<file path="src/rtl/ps2_host_tx.sv">
// ps2_host_tx
//   Host-to-device PS/2 byte transmitter. Performs the request-to-send
//   sequence (clock inhibit, data low, clock release), then shifts out
//   8 data bits LSB first, odd parity and stop on device clock falling
//   edges, samples the device ACK and waits for both lines to be released.
//
//   Parameters:
//     INHIBIT_CYCLES  clocks PS2C is held low for request-to-send (>= 2)
//     TIMEOUT_CYCLES  max clocks between device PS2C falling edges
//     FILTER_LEN      consecutive identical PS2C samples to accept a level
//
//   Ports:
//     clk, rst_n          system clock, synchronous active-low reset
//     tx_start, tx_data   one-cycle send request and command byte
//     PS2C, PS2D          asynchronous PS/2 line levels
//     ps2c_oe, ps2d_oe    open-drain pull-low enables (1 = drive low)
//     tx_busy             high from accepted request until back in idle
//     tx_done, tx_err     one-cycle completion / timeout-or-NACK pulses
//
//   Build option:
//     PS2_TX_ACK_CHECK_EN  when defined, an ACK sample of 1 ends the frame
//                          with tx_err instead of tx_done.

module ps2_host_tx #(
    parameter int unsigned INHIBIT_CYCLES = 5000,
    parameter int unsigned TIMEOUT_CYCLES = 750000,
    parameter int unsigned FILTER_LEN     = 8
) (
    input  logic       clk,
    input  logic       rst_n,
    input  logic       tx_start,
    input  logic [7:0] tx_data,
    input  logic       PS2C,
    input  logic       PS2D,
    output logic       ps2c_oe,
    output logic       ps2d_oe,
    output logic       tx_busy,
    output logic       tx_done,
    output logic       tx_err
);

    localparam int unsigned IW = $clog2(INHIBIT_CYCLES + 1);
    localparam int unsigned WW = $clog2(TIMEOUT_CYCLES + 1);
    localparam int unsigned FW = $clog2(FILTER_LEN + 1);

    typedef enum logic [2:0] {IDLE, INHIBIT, RTS, BITS, WAIT_REL} state_t;

    // Line conditioning
    logic          c_s1_q, c_s2_q, d_s1_q, d_s2_q;
    logic          c_flt_q, fall_q;
    logic [FW-1:0] flt_cnt_q;

    always_ff @(posedge clk) begin
        if (!rst_n) begin
            c_s1_q    <= 1'b1;
            c_s2_q    <= 1'b1;
            d_s1_q    <= 1'b1;
            d_s2_q    <= 1'b1;
            c_flt_q   <= 1'b1;
            fall_q    <= 1'b0;
            flt_cnt_q <= '0;
        end else begin
            c_s1_q <= PS2C;
            c_s2_q <= c_s1_q;
            d_s1_q <= PS2D;
            d_s2_q <= d_s1_q;
            fall_q <= 1'b0;
            // Count consecutive samples that disagree with the accepted
            // level; the FILTER_LEN-th one flips it.
            if (c_s2_q == c_flt_q) begin
                flt_cnt_q <= '0;
            end else if (flt_cnt_q == FW'(FILTER_LEN - 1)) begin
                c_flt_q   <= c_s2_q;
                flt_cnt_q <= '0;
                fall_q    <= c_flt_q;
            end else begin
                flt_cnt_q <= flt_cnt_q + 1'b1;
            end
        end
    end

    // Transmit FSM
    state_t        state_q, state_d;
    logic [IW-1:0] icnt_q, icnt_d;
    logic [WW-1:0] wd_q, wd_d;
    logic [3:0]    bit_q, bit_d, n;
    logic [7:0]    data_q, data_d;
    logic          par_q, par_d;
    logic          c_oe_q, c_oe_d, d_oe_q, d_oe_d;
    logic          busy_q, done_q, done_d, err_q, err_d;
`ifdef PS2_TX_ACK_CHECK_EN
    logic          nack_q, nack_d;
`endif

    always_comb begin
        state_d = state_q;
        icnt_d  = icnt_q;
        wd_d    = wd_q;
        bit_d   = bit_q;
        data_d  = data_q;
        par_d   = par_q;
        c_oe_d  = c_oe_q;
        d_oe_d  = d_oe_q;
        done_d  = 1'b0;
        err_d   = 1'b0;
        n       = bit_q + 4'd1;
`ifdef PS2_TX_ACK_CHECK_EN
        nack_d  = nack_q;
`endif
        case (state_q)
            IDLE: begin
                c_oe_d = 1'b0;
                d_oe_d = 1'b0;
                if (tx_start) begin
                    data_d  = tx_data;
                    par_d   = ~^tx_data;
                    icnt_d  = '0;
                    c_oe_d  = 1'b1;
                    state_d = INHIBIT;
`ifdef PS2_TX_ACK_CHECK_EN
                    nack_d  = 1'b0;
`endif
                end
            end
            INHIBIT: begin
                icnt_d = icnt_q + 1'b1;
                // Outputs are registered, so decide one count early.
                if (icnt_q == IW'(INHIBIT_CYCLES - 2)) begin
                    d_oe_d = 1'b1;
                end
                if (icnt_q == IW'(INHIBIT_CYCLES - 1)) begin
                    c_oe_d  = 1'b0;
                    d_oe_d  = 1'b1;
                    state_d = RTS;
                end
            end
            RTS: begin
                bit_d   = '0;
                wd_d    = '0;
                state_d = BITS;
            end
            BITS: begin
                if (fall_q) begin
                    wd_d  = '0;
                    bit_d = n;
                    if (n <= 4'd8) begin
                        d_oe_d = ~data_q[bit_q[2:0]];
                    end else if (n == 4'd9) begin
                        d_oe_d = ~par_q;
                    end else if (n == 4'd10) begin
                        d_oe_d = 1'b0;
                    end else begin
`ifdef PS2_TX_ACK_CHECK_EN
                        nack_d = d_s2_q;
`endif
                        d_oe_d  = 1'b0;
                        state_d = WAIT_REL;
                    end
                end else if (wd_q == WW'(TIMEOUT_CYCLES - 1)) begin
                    c_oe_d  = 1'b0;
                    d_oe_d  = 1'b0;
                    err_d   = 1'b1;
                    state_d = IDLE;
                end else begin
                    wd_d = wd_q + 1'b1;
                end
            end
            WAIT_REL: begin
                c_oe_d = 1'b0;
                d_oe_d = 1'b0;
                if (c_flt_q && d_s2_q) begin
                    state_d = IDLE;
`ifdef PS2_TX_ACK_CHECK_EN
                    err_d   = nack_q;
                    done_d  = ~nack_q;
`else
                    done_d  = 1'b1;
`endif
                end else if (fall_q) begin
                    wd_d = '0;
                end else if (wd_q == WW'(TIMEOUT_CYCLES - 1)) begin
                    err_d   = 1'b1;
                    state_d = IDLE;
                end else begin
                    wd_d = wd_q + 1'b1;
                end
            end
            default: begin
                c_oe_d  = 1'b0;
                d_oe_d  = 1'b0;
                state_d = IDLE;
            end
        endcase
    end

    always_ff @(posedge clk) begin
        if (!rst_n) begin
            state_q <= IDLE;
            icnt_q  <= '0;
            wd_q    <= '0;
            bit_q   <= '0;
            data_q  <= '0;
            par_q   <= 1'b0;
            c_oe_q  <= 1'b0;
            d_oe_q  <= 1'b0;
            busy_q  <= 1'b0;
            done_q  <= 1'b0;
            err_q   <= 1'b0;
`ifdef PS2_TX_ACK_CHECK_EN
            nack_q  <= 1'b0;
`endif
        end else begin
            state_q <= state_d;
            icnt_q  <= icnt_d;
            wd_q    <= wd_d;
            bit_q   <= bit_d;
            data_q  <= data_d;
            par_q   <= par_d;
            c_oe_q  <= c_oe_d;
            d_oe_q  <= d_oe_d;
            busy_q  <= (state_d != IDLE);
            done_q  <= done_d;
            err_q   <= err_d;
`ifdef PS2_TX_ACK_CHECK_EN
            nack_q  <= nack_d;
`endif
        end
    end

    assign ps2c_oe = c_oe_q;
    assign ps2d_oe = d_oe_q;
    assign tx_busy = busy_q;
    assign tx_done = done_q;
    assign tx_err  = err_q;

endmodule

</file>
<file path="config.mk">
export PLATFORM = sky130hd
export DESIGN_NAME = ps2_host_tx
export DESIGN_NICKNAME = d
export VERILOG_FILES = /design/src/rtl/ps2_host_tx.sv
export SDC_FILE = /design/constraint.sdc
export NUM_CORES = 1
export LEC_CHECK = 0
export CAP_MARGIN = 20
export CELL_PAD_IN_SITES_DETAIL_PLACEMENT = 0
export CELL_PAD_IN_SITES_GLOBAL_PLACEMENT = 1
export CORE_ASPECT_RATIO = 2
export CORE_MARGIN = 2
export CORE_UTILIZATION = 48
export CTS_CLUSTER_SIZE = 10
export DETAILED_ROUTE_END_ITERATION = 12
export PLACE_DENSITY_LB_ADDON = 0.15
export SLEW_MARGIN = 15
export SYNTH_ARGS = -nofsm -noshare
export SYNTH_HDL_FRONTEND = slang
export SYNTH_SLANG_ARGS = --single-unit
</file>
<file path="constraint.sdc">
create_clock -name clk -period 3.3 [get_ports clk]
set_clock_uncertainty 0.2 [all_clocks]
set_input_delay 0.99 -clock clk [delete_from_list [all_inputs] [get_ports clk]]
set_output_delay 0.99 -clock clk [all_outputs]
set_load 0.01 [all_outputs]
</file>
Word-level counts from Yosys, hierarchy flattened
Index checks and enable logic that the tools add are counted.
Widths: inputs -> output; s select.
{"block": "totals", "out_inout_bits": 5, "register_bits": 64, "word_cells": 102, "inputBits": 13}
{"block": "classes", "bitwise": 6, "n_addsub": 4, "n_mux": 36, "n_lt_le_gt_ge": 2, "reduce_logical": 17, "n_eq_ne": 19}
{"cell": "$mux 20", "count": 3}
{"cell": "$pmux 20 s3", "count": 1}
{"cell": "$mux 3", "count": 9}
{"cell": "$eq 13x13->1 const B", "count": 2}
{"cell": "$pmux 13 s2", "count": 1}
{"cell": "$add 20x1->20 const B", "count": 1}
{"cell": "$eq 20x20->1 const B", "count": 1}
{"cell": "$pmux 3 s5", "count": 1}
{"cell": "$mux 1", "count": 14}
{"cell": "$add 13x1->13 const B", "count": 1}
{"cell": "$mux 13", "count": 1}
{"cell": "$ne 2x2->1 const B", "count": 6}
{"cell": "$reduce_and 2->1", "count": 6}
{"cell": "$add 4x1->4 const B", "count": 2}
{"cell": "$eq 4x4->1 const B", "count": 2}
{"cell": "$pmux 4 s2", "count": 1}
{"cell": "$reduce_xnor 8->1", "count": 1}
{"cell": "$eq 3x2->1 const B", "count": 2}
{"cell": "$ne 3x3->1 const B", "count": 2}
{"cell": "$not 1->1", "count": 6}
{"cell": "$reduce_bool 3->1", "count": 2}
{"cell": "$reduce_or 3->1", "count": 2}
{"cell": "$eq 4x3->1 const B", "count": 1}
{"cell": "$le 4x4->1 const B", "count": 1}
{"cell": "other kinds (14)", "count": 15}

Depth between registers and ports, before layout
Gate-level depths: netlist of run 1.
{"block": "depth", "ltp_word": 8, "ltp_mapped": 7, "depth_no_buf": 7}

Worst setup path after synthesis of run 1
OpenSTA, ideal clock, no wires.
{"block": "synth_path", "path_kind": "input to register", "startpoint": "input port rst_n", "endpoint": "register wd_q[11]", "arrival_ns": 2.245, "slack_ns": 0.754, "stages": 7, "path_buffers": 3, "t_required_ns": 2.999, "setup_time_ns": 0.101, "cell_sequence": "buf_2 > inv_1 > clkbuf_1 > nor3_1 > clkbuf_1 > o311ai_0 > o41ai_1"}
{"element": "start: declaration", "line": "30", "rtl": "input logic rst_n,"}
{"element": "end signal: assignment", "line": "215", "rtl": "wd_q <= wd_d;"}
{"element": "end: declaration", "line": "85", "rtl": "logic [WW-1:0] wd_q, wd_d;"}

==> results of run 1 <==
placed cells by master (no fill, tap or decap), types with 5 or more instances in the layout:
cell,count
a21oi_1,35
and3_1,5
buf_4,6
clkbuf_16,9
clkdlybuf4s50_1,17
dfxtp_1,64
ha_1,8
inv_1,9
mux2i_1,8
nand2_1,59
nand2b_1,10
nand3_1,16
nand3b_1,6
nand4_1,6
nor2_1,33
nor3_1,6
nor4_1,6
o211ai_1,7
o21ai_0,16
or4_1,6
xnor2_1,11
xor2_1,5
metal layers:
| layer | GRT usage | vias to the layer above | wire length (um) |
|---|---|---|---|
| met5 | 0 | - | 0 |
| met4 | 0.136 | 0 | 315 |
| met3 | 0.0668 | 23 | 252 |
| met2 | 0.403 | 58 | 4220 |
| met1 | 0.223 | 1356 | 2860 |
| li1 | - | 1434 | - |
registers in the layout, summed over array words and instances, names as in the netlist:
register,flops
tx_err,1
d_s2_q,1
wd_q,20
par_q,1
c_s1_q,1
bit_q,4
c_s2_q,1
icnt_q,13
tx_done,1
fall_q,1
c_flt_q,1
d_s1_q,1
state_q,3
tx_busy,1
ps2d_oe,1
data_q,8
ps2c_oe,1
flt_cnt_q,4
Yosys cell counts, types with 2 or more instances:
cell type	instances
nor3_1	6
nand4_1	6
a2111o_1	3
and3_1	5
and2_1	4
o31ai_1	3
nand2_1	59
clkbuf_1	7
nor4b_1	2
mux2i_1	8
nor3b_1	4
o211ai_1	7
xor2_1	5
inv_1	9
mux4_2	2
o21ai_0	16
and4_1	2
nor4_1	6
dfxtp_1	64
o2111ai_1	3
nor2_1	33
or3_1	4
nand2b_1	10
a21oi_1	35
nand3b_1	6
nand3_1	16
ha_1	8
o311ai_0	2
xnor2_1	11
nor2b_1	2
buf_2	6
or4_1	6
mux2_2	2
where the power goes:
group | switching, mW | internal [mW]
Clock | 0.332 | 0.681
Combinational | 0.0636 | 0.0552
Sequential | 0.0100 | 0.789
Total | 0.405 | 1.52
cell type report:
| cell class | count | area share |
|---|---|---|
| multi-input combinational | 299 | 0.487 |
| clock buffer | 13 | 0.0657 |
| clock inverter | 3 | 0.0171 |
| inverter | 9 | 0.00887 |
| tap | 88 | 0.0289 |
| sequential | 64 | 0.336 |
| timing repair buffer | 23 | 0.0565 |
cells by family after synthesis:
group,after synthesis,synth area share
AND/OR/NAND/NOR,180,0.290
AO/OA/AOI/OAI,83,0.163
flip-flops,64,0.398
buffers and inverters,23,0.0291
XOR/XNOR,16,0.0435
multiplexers,12,0.0458
adder cells (fa/ha/maj),8,0.0311
metrics by stage:
step	hold WS (ps)	util	cells	area, um2
finish	204	0.580	499	3810
global placement	191	0.532	483	3490
global route	210	0.580	499	3810
detailed placement	194	0.532	483	3490
floorplan	186	-	386	3220
CTS	203	0.580	499	3810
path summary, 6_finish.rpt:
kind | startpoint | endpoint | slack, ps
hold / removal | c_s1_q | c_s2_q | 200
hold reg to reg | c_s1_q | c_s2_q | 200
setup / recovery | rst_n | wd_q[7] | 810
setup reg to reg | wd_q[0] | tx_busy | 890
==> reports/metrics.yaml, run 1 <==
hold_path:
  worstHoldPathType: "reg2reg"
  timing.hold.worst_path_depth: 1
place:
  placement.io_buffers: 17
  gp_congestion: 0.837
  post-place-ws_ps: 454
  dp_hpwl_um: 5540
timing:
  setup-tns-final_ps: 0
  tightestPinTransition_ps: 684
  timing_hold_violations_final: 0
  max_slew_violation_total_from_the_final_report: 0
  max-slew-margin-rel: 0.543
  unrepaired_setup_endpoints_after_global_routing: "no"
  worst_case_setup_margin_in_the_final_layout_ps: 808
  max_freq_mhz: 401
  post-route-min-period_ps: 2490
  final_min_period_over_clock_period: 0.755
  timing.final.setup_violations: 0
cells_and_area:
  seq_area_um2: 1280
  fin_nets: 427
  drive_gt1_frac: 0.0754
  fill_cell_instance_count_of_the_final_layout: 596
  flow.area_growth_from_synthesis_pct: 18.2
  insertedDiodeCount: 0
  combined_area_of_the_multi_input_logic_cells_um2: 1850
clock_network:
  cts.clk_slew.worst_paths_ps: 50
  number_of_buffers_inserted_to_repair_setup_after_cts: 0
  post_cts_resized: 0
  cts.hold.buffers_added: 0
  clock_tree.buffer_depth: 2
  source_to_sink_clock_delay_at_the_later_pin_of_the_worst_skew_pair_ps: 340
  cts_htree_levels: 3
  ctsRootBufferMaster: "clkbuf_16"
  cts_tree: "yes"
  cts_buffers: 9
  clock_sinks: 64
outcome:
  outcome: "finished, final reports clean"
floorplanning:
  core_um2: 6570
  number_of_ports_placed_on_the_die_boundary: 18
  initial_utilization: 0.490
  die_area_um2: 7420
  die_h_um: 120
  placement_rows: 42
  die_w_um: 61.9
power_and_ir_drop:
  leakage_nw: 1.35
  worst_ir_drop_vdd_mv: 0.334
  power.total_mw: 1.93
  power_per_cell_area_nw_per_um2: 507
setup_path:
  critical_path_buffer_and_inverter_count: 3
  timing.critical_path.depth: 6
  timing.critical_path.from_type: "input port"
  critPathSlowestCell: "clkdlybuf4s50_1"
  worst_ep_arrival_time_ps: 2570
  setup.worst_path.class: "in2reg"
  worst_setup_path_end_kind: "register"
  timing.critical_path.fanout_max: 10
  slowest_delay_ps: 480
  family_of_cells_with_the_greatest_summed_delay_on_the_critical_path: "buffers and inverters"
  worst_r2r_path_depth: 6
  worstPathRequired_ps: 3380
  crit_chain: "clkdlybuf4s50_1 > inv_1 > or3_1 > buf_4 > a2111o_1 > nand2_1"
synthesis:
  synth_sequential_area_ratio: 0.398
  post_synth_main_area_contributors: "dfxtp_1, nand2_1, a21oi_1, nor2_1, ha_1"
  synth_unique_cells: 57
  synthArstFlopShare: 0
  synth-edff-count: 0
  postSynth.topFlopCell: "dfxtp_1"
  synth.ff_latch_count: 64
  netlist_area_pre_place_um2: 3220
  avgSynthCellArea_um2: 8.35
  synth-warning-count: 0
  synthCells: 386
  synth_top_area_share: 0.398
  synth_top_cell_by_area: "dfxtp_1"
  mappedNetlistNets: 407
global_routing:
  grt_usage: 0.230
  antenna_found_initial: 0
  grt_start_max_net_pins: 29
  first_global_vias: 2742
  grt_remaining_overflow: 0
  wire_length_of_the_first_global_routing_pass_um: 12500
routing:
  final_antenna_net_count: 0
  wire_per_inst_um: 15.3
  drt_first_pass_iters: 4
  vias_per_cell: 5.75
  vias_after_detailed_routing: 2871
  routed_wl_um: 7640
  drt-initial-drc-count: 161
  drc_markers: 0
run:
  maxCapViolCount: 0
No activity file was read; power rests on OpenSTA's default activity.
==> run 2, diff against run 1 <==
Settings changed: CORE_UTILIZATION 48 to 41.
Clock period 3.3 ns to 2.2 ns, I/O delays scaled along.
==> run 2 against run 1 <==
Cell area is 6.8% higher. Wire length rose by 5.9%. Count of clock-buffer cells in the layout fell by 4. Worst hold slack better by 4.8 ps. Clock power increased by 36%. Critical path type unchanged. Largest cell class unchanged.
==> reports/metrics.yaml, run 2 (synthesis gave the netlist of run 1 again) <==
power_and_ir_drop:
  switching_share: 0.226
  pwr-share-comb: 0.071
  clock_power_share: 0.496
  leakage_nw: 1.52
  power_report.internal_total_mw: 2.14
  worst_ir_drop_vdd_mv: 0.458
  power.total_mw: 2.77
  power_per_cell_area_nw_per_um2: 680
  power_frac_seq: 0.433
  power_switching_mw: 0.625
global_routing:
  antenna_found_initial: 0
  first_global_vias: 2960
  grt_start_max_net_pins: 29
  wire_length_of_the_first_global_routing_pass_um: 13300
  grt_remaining_overflow: 0
  grt_usage: 0.207
cells_and_area:
  largest_register_ffs: 20
  mostFrequentLayoutCell: "dfxtp_1"
  postLayoutCoreUtil: 0.535
  drive_gt1_frac: 0.163
  insertedDiodeCount: 0
  biggestRegsByFlops: "wd_q: 20 flops, icnt_q: 13 flops, data_q: 8 flops"
  fin_nets: 463
  layout.cells.most_common_list: "dfxtp_1, nand2_1, buf_4"
  flow.area_growth_from_synthesis_pct: 26.3
  final_design_area_no_fill_um2: 4070
  regMostFlops: "wd_q"
timing:
  max_slew_violation_total_from_the_final_report: 0
  tightestPinTransition_ps: 537
  timing.final.setup_violations: 0
  post-route-min-period_ps: 2140
  timing_hold_violations_final: 0
  final_min_period_over_clock_period: 0.971
  max-slew-margin-rel: 0.640
  max_freq_mhz: 468
  worst_case_setup_margin_in_the_final_layout_ps: 64.5
  finalHoldWorstSlack_ps: 209
  unrepaired_setup_endpoints_after_global_routing: "no"
setup_path:
  worstPathRequired_ps: 2270
  critical_path.reg2reg.startpoint: "wd_q[7]"
  setup.worst_path.class: "in2reg"
  timing.critical_path.from: "rst_n"
  timing.critical_path.fanout_max: 5
  family_of_cells_with_the_greatest_summed_delay_on_the_critical_path: "buffers and inverters"
  timing.critical_path.from_type: "input port"
  crit_chain: "clkdlybuf4s50_1 > inv_1 > or3_1 > buf_4 > a2111o_1 > nand2_1"
  timing.critical_path.depth: 6
  worst_r2r_path_depth: 6
  slowest_delay_ps: 480
  worst_setup_path_endpoint: "wd_q[5]"
  critical_path.reg2reg.endpoint: "ps2d_oe"
  critical_path_buffer_and_inverter_count: 3
  worst_setup_path_end_kind: "register"
  worst_ep_arrival_time_ps: 2210
  worst_r2r_setup_slack_ps: 90
  critPathSlowestCell: "clkdlybuf4s50_1"
routing:
  routed_wl_um: 8100
  drt_first_pass_iters: 5
  wire_per_inst_um: 15.0
  drt-initial-drc-count: 129
  final_antenna_net_count: 0
  drc_markers: 0
  vias_per_cell: 5.42
  vias_after_detailed_routing: 2934
clock_network:
  number_of_buffers_inserted_to_repair_setup_after_cts: 0
  cts_tree: "yes"
  cts_buffers: 9
  post_cts_resized: 0
  ctsRootBufferMaster: "clkbuf_16"
  cts_htree_levels: 3
  cts.hold.buffers_added: 0
  clock_sinks: 64
  cts.clk_slew.worst_paths_ps: 50
  clock_tree.buffer_depth: 2
  source_to_sink_clock_delay_at_the_later_pin_of_the_worst_skew_pair_ps: 330
outcome:
  outcome: "finished, final reports clean"
floorplanning:
  placement_rows: 45
  die_w_um: 66.7
  die_h_um: 129
  initial_utilization: 0.424
  number_of_ports_placed_on_the_die_boundary: 18
  die_area_um2: 8630
  core_um2: 7600
place:
  gp_congestion: 0.776
  dp_hpwl_um: 6240
  dpl_cell_area_um2: 3770
  post-place-ws_ps: -289
  placement.io_buffers: 17
hold_path:
  worstHoldPathType: "reg2reg"
  timing.hold.worst_path_depth: 1
run:
  maxCapViolCount: 0
[run 2: cell count changes in the layout (fill, tap and decap cells not counted), sizes merged]
| cell | previous run | this run |
|---|---|---|
| clkinv | 1 | 5 |
| bufinv | 2 | 1 |
| clkinvlp | 0 | 1 |
| clkbuf | 13 | 9 |
| buf | 6 | 42 |
[run 2: worst min path at each step]
stage	slack, ps	from	to
finish	210	c_s1_q	c_s2_q
global placement	190	c_s1_q	c_s2_q
CTS	220	d_s1_q	d_s2_q
floorplan	190	c_s1_q	c_s2_q
detailed placement	200	d_s1_q	d_s2_q
global route	220	c_s1_q	c_s2_q
[run 2: cell type report]
type	count	area (um2)
clock buffers	9	225
clock inverters	7	62.6
fillers	765	3530
inverters	9	33.8
multi-input cells	299	1860
flip-flops and latches	64	1280
well taps	94	118
repair buffers	59	485
[run 2: power by group through the flow]
| stage | sequential, mW | combinational, mW | clock, mW |
|---|---|---|---|
| 5_1_grt | 1.20 | 0.220 | 1.46 |
| 4_1_cts | 1.20 | 0.199 | 1.41 |
| 3_3_place_gp | 1.22 | 0.196 | 0 |
| 2_1_floorplan | 1.22 | 0.113 | 0 |
| 3_5_place_dp | 1.22 | 0.198 | 0 |
| 6_report | 1.20 | 0.197 | 1.37 |
[run 2: through the flow]
stage          setup TNS, ps  instances
2_1_floorplan              0        386
3_3_place_gp           -3670        525
3_5_place_dp           -4390        525
4_1_cts                    0        541
5_1_grt                    0        541
6_report                   0        541
[run 2: layer usage]
layer	track usage	vias to the layer above	wire [um]
li1	-	1513	-
met1	0.189	1366	3100
met2	0.402	37	4560
met3	0.0469	18	161
met4	0.108	0	271
met5	0	-	0
